--- src/rtl/demux_1_4_buf.sv ---
// Registered 1-to-4 demultiplexer: one input stream steered by in_sel into four
// lanes, each with a 2-entry FIFO and its own valid/ready handshake. Optional
// zero-latency bypass into an empty lane is enabled by defining DEMUX_BYPASS_EN.
module demux_1_4_buf #(
   parameter int N = 32
) (
   input  logic         clk,
   input  logic         rst,
   input  logic [N-1:0] in_data,
   input  logic [1:0]   in_sel,
   input  logic         in_valid,
   output logic         in_ready,
   output logic [N-1:0] out_data_A,
   output logic [N-1:0] out_data_B,
   output logic [N-1:0] out_data_C,
   output logic [N-1:0] out_data_D,
   output logic         out_valid_A,
   output logic         out_valid_B,
   output logic         out_valid_C,
   output logic         out_valid_D,
   input  logic         out_ready_A,
   input  logic         out_ready_B,
   input  logic         out_ready_C,
   input  logic         out_ready_D
);

   logic [N-1:0] mem [4][2];
   logic [3:0]   wr_ptr;
   logic [3:0]   rd_ptr;
   logic [1:0]   count [4];

   logic [3:0]   lane_ready;
   logic [3:0]   lane_valid;
   logic [3:0]   push;
   logic [3:0]   store;
   logic [3:0]   fifo_pop;
   logic [N-1:0] lane_data [4];

   assign lane_ready = {out_ready_D, out_ready_C, out_ready_B, out_ready_A};

   // Readiness looks only at the selected lane's fill level, never at a consumer.
   assign in_ready = !rst && (count[in_sel] != 2'd2);

   always_comb begin
      for (int i = 0; i < 4; i++) begin
         push[i]       = in_valid && in_ready && (in_sel == 2'(i));
         fifo_pop[i]   = (count[i] != 2'd0) && lane_ready[i];
         store[i]      = push[i];
         lane_valid[i] = (count[i] != 2'd0);
         lane_data[i]  = mem[i][rd_ptr[i]];
`ifdef DEMUX_BYPASS_EN
         // An empty lane presents the incoming word directly; it is only stored
         // when the consumer does not take it in the same cycle.
         if ((count[i] == 2'd0) && push[i]) begin
            lane_valid[i] = 1'b1;
            lane_data[i]  = in_data;
            store[i]      = !lane_ready[i];
         end
`endif
      end
   end

   always_ff @(posedge clk) begin
      if (rst) begin
         wr_ptr <= '0;
         rd_ptr <= '0;
         for (int i = 0; i < 4; i++) begin
            count[i]  <= 2'd0;
            mem[i][0] <= '0;
            mem[i][1] <= '0;
         end
      end else begin
         wr_ptr <= wr_ptr ^ store;
         rd_ptr <= rd_ptr ^ fifo_pop;
         for (int i = 0; i < 4; i++) begin
            if (store[i])
               mem[i][wr_ptr[i]] <= in_data;
            count[i] <= count[i] + {1'b0, store[i]} - {1'b0, fifo_pop[i]};
         end
      end
   end

   assign out_data_A  = lane_data[0];
   assign out_data_B  = lane_data[1];
   assign out_data_C  = lane_data[2];
   assign out_data_D  = lane_data[3];
   assign out_valid_A = lane_valid[0];
   assign out_valid_B = lane_valid[1];
   assign out_valid_C = lane_valid[2];
   assign out_valid_D = lane_valid[3];

endmodule
--- config.mk ---
export PLATFORM = sky130hd
export DESIGN_NAME = demux_1_4_buf
export DESIGN_NICKNAME = d
export VERILOG_FILES = /design/src/rtl/demux_1_4_buf.sv
export SDC_FILE = /design/constraint.sdc
export NUM_CORES = 1
export LEC_CHECK = 0
export ABC_AREA = 1
export CORE_MARGIN = 2
export CORE_UTILIZATION = 40
export DETAILED_ROUTE_END_ITERATION = 10
export SYNTH_ARGS = -nofsm -noshare
export SYNTH_HDL_FRONTEND = slang
export SYNTH_SLANG_ARGS = --single-unit
--- constraint.sdc ---
create_clock -name clk -period 8.2 [get_ports clk]
set_input_delay 1.64 -clock clk [delete_from_list [all_inputs] [get_ports clk]]
set_output_delay 1.64 -clock clk [all_outputs]
set_load 0.05 [all_outputs]
## After elaboration in Yosys (flattened, before gate mapping)

Memories as Yosys holds them, arrays and structs flattened.
Index checks and enable logic that the tools add are counted.

- Word-level logic and storage cells: 613
- Register bits: 8
- Memories: 2
- Bits of input ports: 41
- Bits in writable memories: 264
- Output and inout port bits: 133

Memory list:

| memory | depth | bits a word | read ports | clocked after memory_dff | write ports | line | source |
|---|---|---|---|---|---|---|---|
| mem | 4 | 64 | 4 | 0 | 4 | 27 | `logic [N-1:0] mem [4][2];` |
| count | 4 | 2 | 5 | 0 | 4 | 30 | `logic [1:0] count [4];` |

- Reductions and logical operators: 20
- $add $sub $neg: 8
- Bitwise operators: 270
- Multiplexer cells: 295
- Eq/ne operators: 4
- Magnitude comparators: 12

Operator list:

| operator | number |
|---|---|
| $mux 32 | 16 |
| $mux 1 | 267 |
| $or 1x1->1 | 260 |
| $mux 64 | 4 |
| $demux 32 s1 | 4 |
| $ge 2x2->1 const B | 8 |
| $not 1->2 | 8 |
| $logic_and 1x1->1 | 14 |
| $add 2x1->2 | 4 |
| $lt 2x1->1 const B | 4 |
| $mux 2 | 4 |
| $reduce_bool 2->1 | 4 |
| $sub 2x1->2 | 4 |
| $xor 4x4->4 | 2 |
| $eq 2x2->1 const B | 2 |
| $eq 2x1->1 const B | 1 |
| $logic_not 2->1 | 1 |
| $ne 2x2->1 const B | 1 |
| $logic_not 1->1 | 1 |

## Logic depth before layout (Yosys ltp)

Gate-level depths: netlist (run 1).
An unclocked memory read counts as a cell.

- Word-level depth: 9
- Mapped depth: 14
- Gate-level depth less buffers: 12

## Least setup slack after synthesis (run 1)

No wires, ideal clock.

- Path type: input-to-reg
- From: input in_sel[0]
- To: memory mem[1][0] (netlist bit), enable pin
- Path buffers: 1
- Arrival: 4,688 ps
- Required time: 7,732 ps
- Cell stages on the path: 8
- Setup slack: 3,044 ps
- Setup time: 468 ps
- Path through: buf_4 -> nor2_4 -> nand2_1 -> nand2_1 -> nor2_2 -> nand2_4 -> nand4_1 -> o21ai_0

RTL lines:

| what | line | source |
|---|---|---|
| from (decl) | 10 | `input logic [1:0] in_sel,` |
| to (decl) | 27 |  |

## Worst setup path in the final report (run 1)

- From: input in_sel[0]
- To: output in_ready

- Cells in the longest elaborated chain, start to end: 3

Ends and longest elaborated chain:

| what | line | source |
|---|---|---|
| $mem_v2 4x2 | -- |  |
| $ne 2x2->1 | 42 | `assign in_ready = !rst && (count[in_sel] != 2'd2);` |
| $logic_and 1x1->1 | 42 |  |
| to (decl) | 12 | `output logic in_ready,` |

Every way passes these cells.

==> results.toml, run 1 <==
[clock_network]
cts_tree = "done"
cts_sinks = 272
numCtsBuffers = 30
h-tree-depth = 1
cts_resized = 0
post_cts_buffers = 0
cts_hold_buffers = 0
cts_buffer_depth = 3
clockRootBuffer = "clkbuf_16"
clkTransAtPathRegs_ns = 0.06
insertion_delay_ns = 0.54

[routing]
finalWirelength_um = 30200
drtPass1Iterations = 4
via_per_inst = 4.59
vias = 8940
drtIter0Drc = 701
drc = 0
routedWlPerCell_um = 15.5
antenna_left = 0

[global_route]
grt_util_all_layers_pct = 19.8
grt_pass1_vias = 8449
grt_pass1_wl_um = 47200
overflow = 0
grt_max_degree = 73
grt_antenna_before_repair = 0

[logic_synthesis]
syn_inst = 1391
async_reset_ff_share_pct = 0
synth.distinct_cells = 26
synth-edff-count = 160
syn-cell-area_sq_um = 11600
syn_nets = 1440
ys_seq_area_share_pct = 60.7
synth_ff_type = "edfxtp_1"
syn_area_per_cell_sq_um = 8.35
ys_ff_latch = 272
ys_warn_count = 0

[placed_design]
io_buffers = 173
dpl.cell_count = 1893
hpwl_um = 20200
gp_congestion = 0.821

[sta]
slew_violations = 0
tightest_slew_ns = 1.17
period_minus_slack_ns = 5.32
finalCritPeriodShare_pct = 64.9
clock_skew_ns = 0.0134
finalHoldViolations = 0
finalSetupViolations = 0
grt_setup_unrepaired = "no"
fmax_mhz = 188
setup-tns-final_ns = 0
maxSlewHeadroom_pct = 22.0

[pwr]
ir_drop_mv = 0.146
swShare_pct = 35.2
comb_power_share_pct = 29.7
clockPowerShare_pct = 31.9
p_leak_nw = 6.59
seqPwrFrac_pct = 38.4
internal_power_w = 0.00265
power_switching_w = 0.00144
p_per_area_nw_per_um2 = 280

[layout]
final_layout_size_suffix_gt1_share_pct = 4.99
final_cells = 1948
nNetsFinal = 1590
area_delta_synth_final_pct = 25.7
antennaDiodeCount = 0

[worst_hold_path]
hp-class = "flop to flop"

[critical_path]
worstPathRequired_ns = 6.56
cpPeakStageDelay_ns = 0.82
critical_path.most_common_cell = "nand2_1"
cp.arrival_ns = 3.68
crit_chain = "clkdlybuf4s50_1 > inv_2 > nand2_1 > nand2_1 > nand2_1 > nand2_1 > a21oi_1 > clkdlybuf4s50_1"
path_class = "primary input to output pin"
critPathCaptureType = "output pin"
path_max_fanout = 8
critPathLaunchType = "primary input"
slowest_stage = "clkdlybuf4s50_1"

[floorplan]
die_area_sq_um = 30400
die_w_um = 174
core_sq_um = 28600
die_y_um = 174
io_pins = 174
start_util_pct = 40.6
core.rowCount = 62

[outcome]
status = "finished clean"

[job]
max_cap_violations = 0
## power groups by stage
stage	Sequential [W]	Clock, W	Combinational (W)
2_1_floorplan	0.00159	0	0.000822
3_3_place_gp	0.00160	0	0.00122
3_5_place_dp	0.00160	0	0.00122
4_1_cts	0.00157	0.00133	0.00123
5_1_grt	0.00158	0.00138	0.00130
6_report	0.00157	0.00130	0.00121
## critical path: cells and delay by family
family / cells / cell delay (ns)
buffers and inverters: 3 / 1.59
AND/OR/NAND/NOR: 4 / 0.28
AO/OA/AOI/OAI: 1 / 0.17
## logic make-up after synthesis
family | after synthesis | share of synthesized area (%)
fa+ha+maj | 8 | 0.862
xor+xnor | 4 | 0.302
simple gates | 863 | 29.2
buf+inv | 188 | 6.57
compound gates | 56 | 2.41
flops | 272 | 60.7
## placed cells by master, fill, tap and decap left out
cell type / netlist / routed
o21ai_4: 0 / 1
clkinvlp_4: 0 / 1
clkinv_1: 4 / 5
inv_6: 0 / 1
nor2_4: 3 / 3
nand4_4: 1 / 1
inv_2: 2 / 2
ha_1: 8 / 8
edfxtp_1: 160 / 160
nor2_8: 1 / 1
clkdlybuf4s50_1: 0 / 173
nand3_1: 20 / 20
xor2_1: 4 / 4
bufinv_16: 0 / 1
clkbuf_16: 0 / 33
buf_4: 4 / 14
a21oi_1: 12 / 12
inv_1: 113 / 113
o21ai_2: 0 / 2
nand3_4: 1 / 1
nand4_1: 3 / 3
nor2_1: 293 / 292
nand2_2: 1 / 1
clkinv_2: 0 / 4
or2_2: 4 / 4
clkbuf_8: 0 / 1
nor2_2: 3 / 4
dfxtp_1: 112 / 112
nand2_4: 3 / 3
nand2_1: 530 / 530
o21ai_0: 44 / 41
clkbuf_1: 37 / 13
## through the flow
step / worst slack, ns / total power [W] / area (sq um) / utilization, % / hold slack (ns)
2_1_floorplan: 3.04 / 0.00241 / 11600 / - / 0.436
3_3_place_gp: 2.92 / 0.00282 / 13600 / 47.6 / 0.461
3_5_place_dp: 2.92 / 0.00282 / 13600 / 47.6 / 0.470
4_1_cts: 2.91 / 0.00413 / 14600 / 51.0 / 0.484
5_1_grt: 2.77 / 0.00426 / 14600 / 51.0 / 0.495
6_report: 2.88 / 0.00409 / 14600 / 51.0 / 0.479
## area by class of cell
type,count,area (sq um)
fill,2647,14000
clock inverter,8,68.8
sequential,272,7050
clock buffer,47,888
tap,384,480
inverter,119,448
multi-input combinational,931,3820
timing repair buffer,187,1840
## metal layers
metal	up-vias	share of wire, %	global-route usage [%]
li1	4578	-	-
met1	4106	48	28.7
met4	0	1.4	3.68
met5	-	0	0
met2	226	45	31.5
met3	30	5.4	3.24
## registers in the layout (all words and copies together), names as in the netlist
signal and cells:
rd_ptr 4, mem 256, wr_ptr 4, count 8
## Yosys cell counts, types with 3 or more instances
cell type	number	area (sq um)
dfxtp_1	112	2240
edfxtp_1	160	4800
nand4_1	3	18.8
o21ai_0	44	220
buf_2	22	110
inv_1	113	424
buf_4	4	30.0
ha_1	8	100
clkinv_1	4	15.0
nor2_2	3	18.8
a21oi_1	12	60.1
xor2_1	4	35.0
nor2_1	293	1100
or2_2	4	25.0
clkbuf_1	37	139
buf_1	4	15.0
nand3_1	20	100
nand2_4	3	33.8
nand2_1	530	1990
nor2_4	3	33.8
## path summary, 6_finish.rpt
kind	depth (start not counted)	end	slack (ns)	from
setup / recovery	8	in_ready	2.88	in_sel[0]
setup reg to reg	10	mem[0][17]	5.38	count[0][1]
hold / removal	2	mem[2][2]	0.48	mem[2][2]
hold reg to reg	2	mem[2][2]	0.48	mem[2][2]
Note: power is estimated with default switching activity, not from simulation.
==> run 2, diff against run 1 <==
==> constraint.sdc (replaced) <==
create_clock -name clk -period 4.32 [get_ports clk]
set_input_delay 0.864 -clock clk [delete_from_list [all_inputs] [get_ports clk]]
set_output_delay 0.864 -clock clk [all_outputs]
set_load 0.05 [all_outputs]
==> results.toml, run 2 (synthesis results as in run 1) <==
[routing]
via_per_inst = 4.63
wl_met2_um = 13300
vias = 9046
wirelength_met1_um = 14500
drtPass1Iterations = 5
finalWirelength_um = 30400
top_layer = "met4"
routedWlPerCell_um = 15.6
drc = 0
antenna_left = 0
wl_met3_um = 1890
drtIter0Drc = 701

[outcome]
status = "finished clean"

[worst_hold_path]
whs_path_depth = 2
holdPathEnd = "wr_ptr[0]"
hp-class = "flop to flop"
hold_start = "wr_ptr[0]"

[floorplan]
io_pins = 174
die_w_um = 174
die_y_um = 174
die_area_sq_um = 30400
core_sq_um = 28600
start_util_pct = 40.6
core.rowCount = 62

[critical_path]
reg2regPathDepth = 10
critPathCaptureType = "output pin"
r2r_end = "mem[2][24]"
r2r_slack_ns = 2.12
worstReg2RegStart = "count[0][1]"
cp.arrival_ns = 2.94
critPathLaunchType = "primary input"
path_max_fanout = 8
worstPathRequired_ns = 3.46
path_class = "primary input to output pin"

[clock_network]
cts_resized = 0
numCtsBuffers = 29
insertion_delay_ns = 0.54
cts_hold_buffers = 0
clkTransAtPathRegs_ns = 0.06
clockRootBuffer = "clkbuf_16"
cts_tree = "done"
h-tree-depth = 1
post_cts_buffers = 0
cts_sinks = 272
cts_buffer_depth = 3

[global_route]
grt_antenna_before_repair = 0
grt_util_all_layers_pct = 19.9
grt_pass1_wl_um = 47500
overflow = 0
grt_pass1_vias = 8468
grt_max_degree = 80

[sta]
setup-tns-final_ns = 0
maxSlewHeadroom_pct = 26.2
grt_setup_unrepaired = "no"
finalCritPeriodShare_pct = 88.0
period_minus_slack_ns = 3.80
fmax_mhz = 263
slew_violations = 0
fin_ws_ns = 0.516
finalSetupViolations = 0
tightest_slew_ns = 1.11
finalHoldViolations = 0
clock_skew_ns = 0.00631

[layout]
area_delta_synth_final_pct = 26.6
final_cell_mix = "530 x nand2_1, 292 x nor2_1, 160 x edfxtp_1"
layout_commonest_cell = "nand2_1"
utilization_pct = 51.4
antennaDiodeCount = 0
largest_reg_flops = 256
final_layout_size_suffix_gt1_share_pct = 6.57
finalInstanceArea_sq_um = 14700
nNetsFinal = 1596
regMostFlops = "mem"
top_regs = "mem: 256 flops, count: 8 flops"

[placed_design]
dpl_cell_area_sq_um = 13800
hpwl_um = 20500
gp_congestion = 0.829
pre_cts_slack_ns = 0.548
io_buffers = 173

[pwr]
p_leak_nw = 6.68
ir_drop_mv = 0.279
power.total_w = 0.00775
p_per_area_nw_per_um2 = 527

[job]
max_cap_violations = 0
## run 2: cell type report
cell class / count / area [sq um]
Fill cell: 2646 / 13900
Sequential cell: 272 / 7050
Multi-Input combinational cell: 931 / 3830
Timing Repair Buffer: 194 / 1950
Clock buffer: 50 / 936
Tap cell: 384 / 480
Inverter: 119 / 448
Clock inverter: 2 / 11.3
## run 2: worst max-delay path by stage
stage                  to      start  slack (ns)  depth (start not counted)
2_1_floorplan  mem[2][32]  in_sel[0]        0.04                          8
3_3_place_gp     in_ready  in_sel[0]        0.61                          8
3_5_place_dp     in_ready  in_sel[0]        0.55                          8
4_1_cts          in_ready  in_sel[0]        0.53                          8
5_1_grt          in_ready  in_sel[0]        0.40                          8
6_report         in_ready  in_sel[0]        0.52                          8
## run 2: report_power, final
part	internal, W	switching, W	total [W]
sequential	0.00292	0.0000740	0.00299
combinational	0.000655	0.00166	0.00232
clock	0.00146	0.000984	0.00244
## run 2: worst max-delay path: stages
cell and delay (ns):
clkdlybuf4s50_1 0.66, inv_2 0.10, nand2_1 0.10, nand2_1 0.06
nand2_1 0.07, nand2_1 0.10, a21oi_1 0.16, clkdlybuf4s50_1 0.82
## run 2: per-layer routing
layer  track usage (%)  vias up
li1                  -     4589
met4              5.43        0
met3              3.50       44
met2              30.0      251
met5                 0        -
met1              29.4     4162
## run 2: per-stage QoR
stage | instances | hold slack, ns
2_1_floorplan | 1391 | 0.436
3_3_place_gp | 1900 | 0.453
3_5_place_dp | 1900 | 0.467
4_1_cts | 1952 | 0.478
5_1_grt | 1952 | 0.496
6_report | 1952 | 0.476
==> run 3, diff against run 2 <==
--- a/config.mk
+++ b/config.mk
@@ -7,7 +7,8 @@
 export LEC_CHECK = 0
 export ABC_AREA = 1
 export CORE_MARGIN = 2
-export CORE_UTILIZATION = 40
+export CORE_UTILIZATION = 35
+export CTS_CLUSTER_SIZE = 10
 export DETAILED_ROUTE_END_ITERATION = 10
 export SYNTH_ARGS = -nofsm -noshare
 export SYNTH_HDL_FRONTEND = slang
==> results.toml, run 3 (synthesis results as in run 1) <==
[critical_path]
r2r_end = "mem[2][18]"
worstReg2RegStart = "count[2][1]"
critPathLaunchType = "primary input"
cpPeakStageDelay_ns = 0.82
worstPathRequired_ns = 3.46
cp.arrival_ns = 2.92
slowest_stage = "clkdlybuf4s50_1"
path_delay_family = "buffers and inverters"
critPathCaptureType = "output pin"
critical_path.most_common_cell = "nand2_1"
cp_num_buf_inv = 3
r2r_slack_ns = 2.08
path_class = "primary input to output pin"
path_max_fanout = 8
crit_chain = "clkdlybuf4s50_1 > inv_2 > nand2_1 > nand2_1 > nand2_1 > nand2_1 > a21oi_1 > clkdlybuf4s50_1"
critPathLaunch = "in_sel[0]"
reg2regPathDepth = 10

[pwr]
p_leak_nw = 6.67
ir_drop_mv = 0.366
p_per_area_nw_per_um2 = 521

[global_route]
grt_antenna_before_repair = 1
overflow = 0
grt_pass1_vias = 8305
grt_pass1_wl_um = 46500
grt_max_degree = 51
grt_util_all_layers_pct = 17.7

[clock_network]
cts_resized = 0
clkTransAtPathRegs_ns = 0.06
insertion_delay_ns = 0.55
numCtsBuffers = 31
cts_hold_buffers = 0
post_cts_buffers = 0
cts_sinks = 272
clockRootBuffer = "clkbuf_16"
cts_buffer_depth = 3
cts_tree = "done"
h-tree-depth = 1

[placed_design]
hpwl_um = 21200
gp_congestion = 0.831
io_buffers = 173
pre_cts_slack_ns = 0.545

[sta]
slew_violations = 0
period_minus_slack_ns = 3.79
maxSlewHeadroom_pct = 37.1
fin_ws_ns = 0.534
finalHoldViolations = 0
fmax_mhz = 264
clock_skew_ns = 0.00754
finalCritPeriodShare_pct = 87.6
finalSetupViolations = 0
tightest_slew_ns = 0.939
setup-tns-final_ns = 0
grt_setup_unrepaired = "no"

[layout]
regArea_sq_um = 7050
multi_input_area_sq_um = 3830
layout_commonest_cell = "nand2_1"
nFillCells = 3140
top_regs = "mem: 256 flops, count: 8 flops"
final_cell_mix = "530 x nand2_1, 292 x nor2_1, 160 x edfxtp_1"
largest_reg_flops = 256
regMostFlops = "mem"
area_delta_synth_final_pct = 26.1
final_layout_size_suffix_gt1_share_pct = 7.63
nNetsFinal = 1597

[routing]
drtIter0Drc = 627
drc = 0
drtPass1Iterations = 5
antenna_left = 0
via_per_inst = 4.47
routedWlPerCell_um = 15.4
finalWirelength_um = 31000
vias = 9011

[floorplan]
die_area_sq_um = 34600
core_sq_um = 32600
core.rowCount = 66
die_y_um = 186
io_pins = 174
start_util_pct = 35.6
die_w_um = 186

[worst_hold_path]
hold_start = "count[1][1]"
hp-class = "flop to flop"
holdPathEnd = "count[1][1]"
whs_path_depth = 1

[outcome]
status = "finished clean"

[job]
max_cap_violations = 0
==> run 3: how the worst max path moves through the flow <==
stage	slack [ns]	endpoint	cells past startpoint
after floorplan	0.04	mem[2][32]	8
after global placement	0.61	in_ready	8
after detailed placement	0.54	in_ready	8
after CTS	0.53	in_ready	8
after global routing	0.42	out_data_D[28]	5
final	0.53	in_ready	8
==> run 3: per-stage QoR <==
stage	power [W]	utilization [%]	hold WS (ns)	cells	area, sq um
2_1_floorplan	0.00458	-	0.436	1391	11600
3_3_place_gp	0.00534	42.1	0.452	1957	13700
3_5_place_dp	0.00536	42.1	0.465	1957	13700
4_1_cts	0.00771	44.9	0.475	2014	14600
5_1_grt	0.00795	44.9	0.503	2014	14600
6_report	0.00763	44.9	0.475	2015	14600
==> run 3: where the power goes <==
group          internal, W  switching (W)
Combinational     0.000629        0.00166
Sequential         0.00292      0.0000773
Clock              0.00137       0.000979
==> run 3: area by class of cell <==
class / count / share of cell area, %
multi-input combinational: 931 / 26.1
timing repair buffer: 193 / 12.7
tap: 442 / 3.78
clock buffer: 56 / 6.08
inverter: 119 / 3.06
clock inverter: 1 / 0.0598
sequential: 272 / 48.1
antenna: 1 / 0.0171
==> run 3: per-layer routing <==
metal	routed length, um	track usage [%]	share of wire, %
met1	14500	25.1	47
met3	2070	3.21	6.7
met4	622	4.03	2.0
met5	8	0	0.026
met2	13800	28.2	45
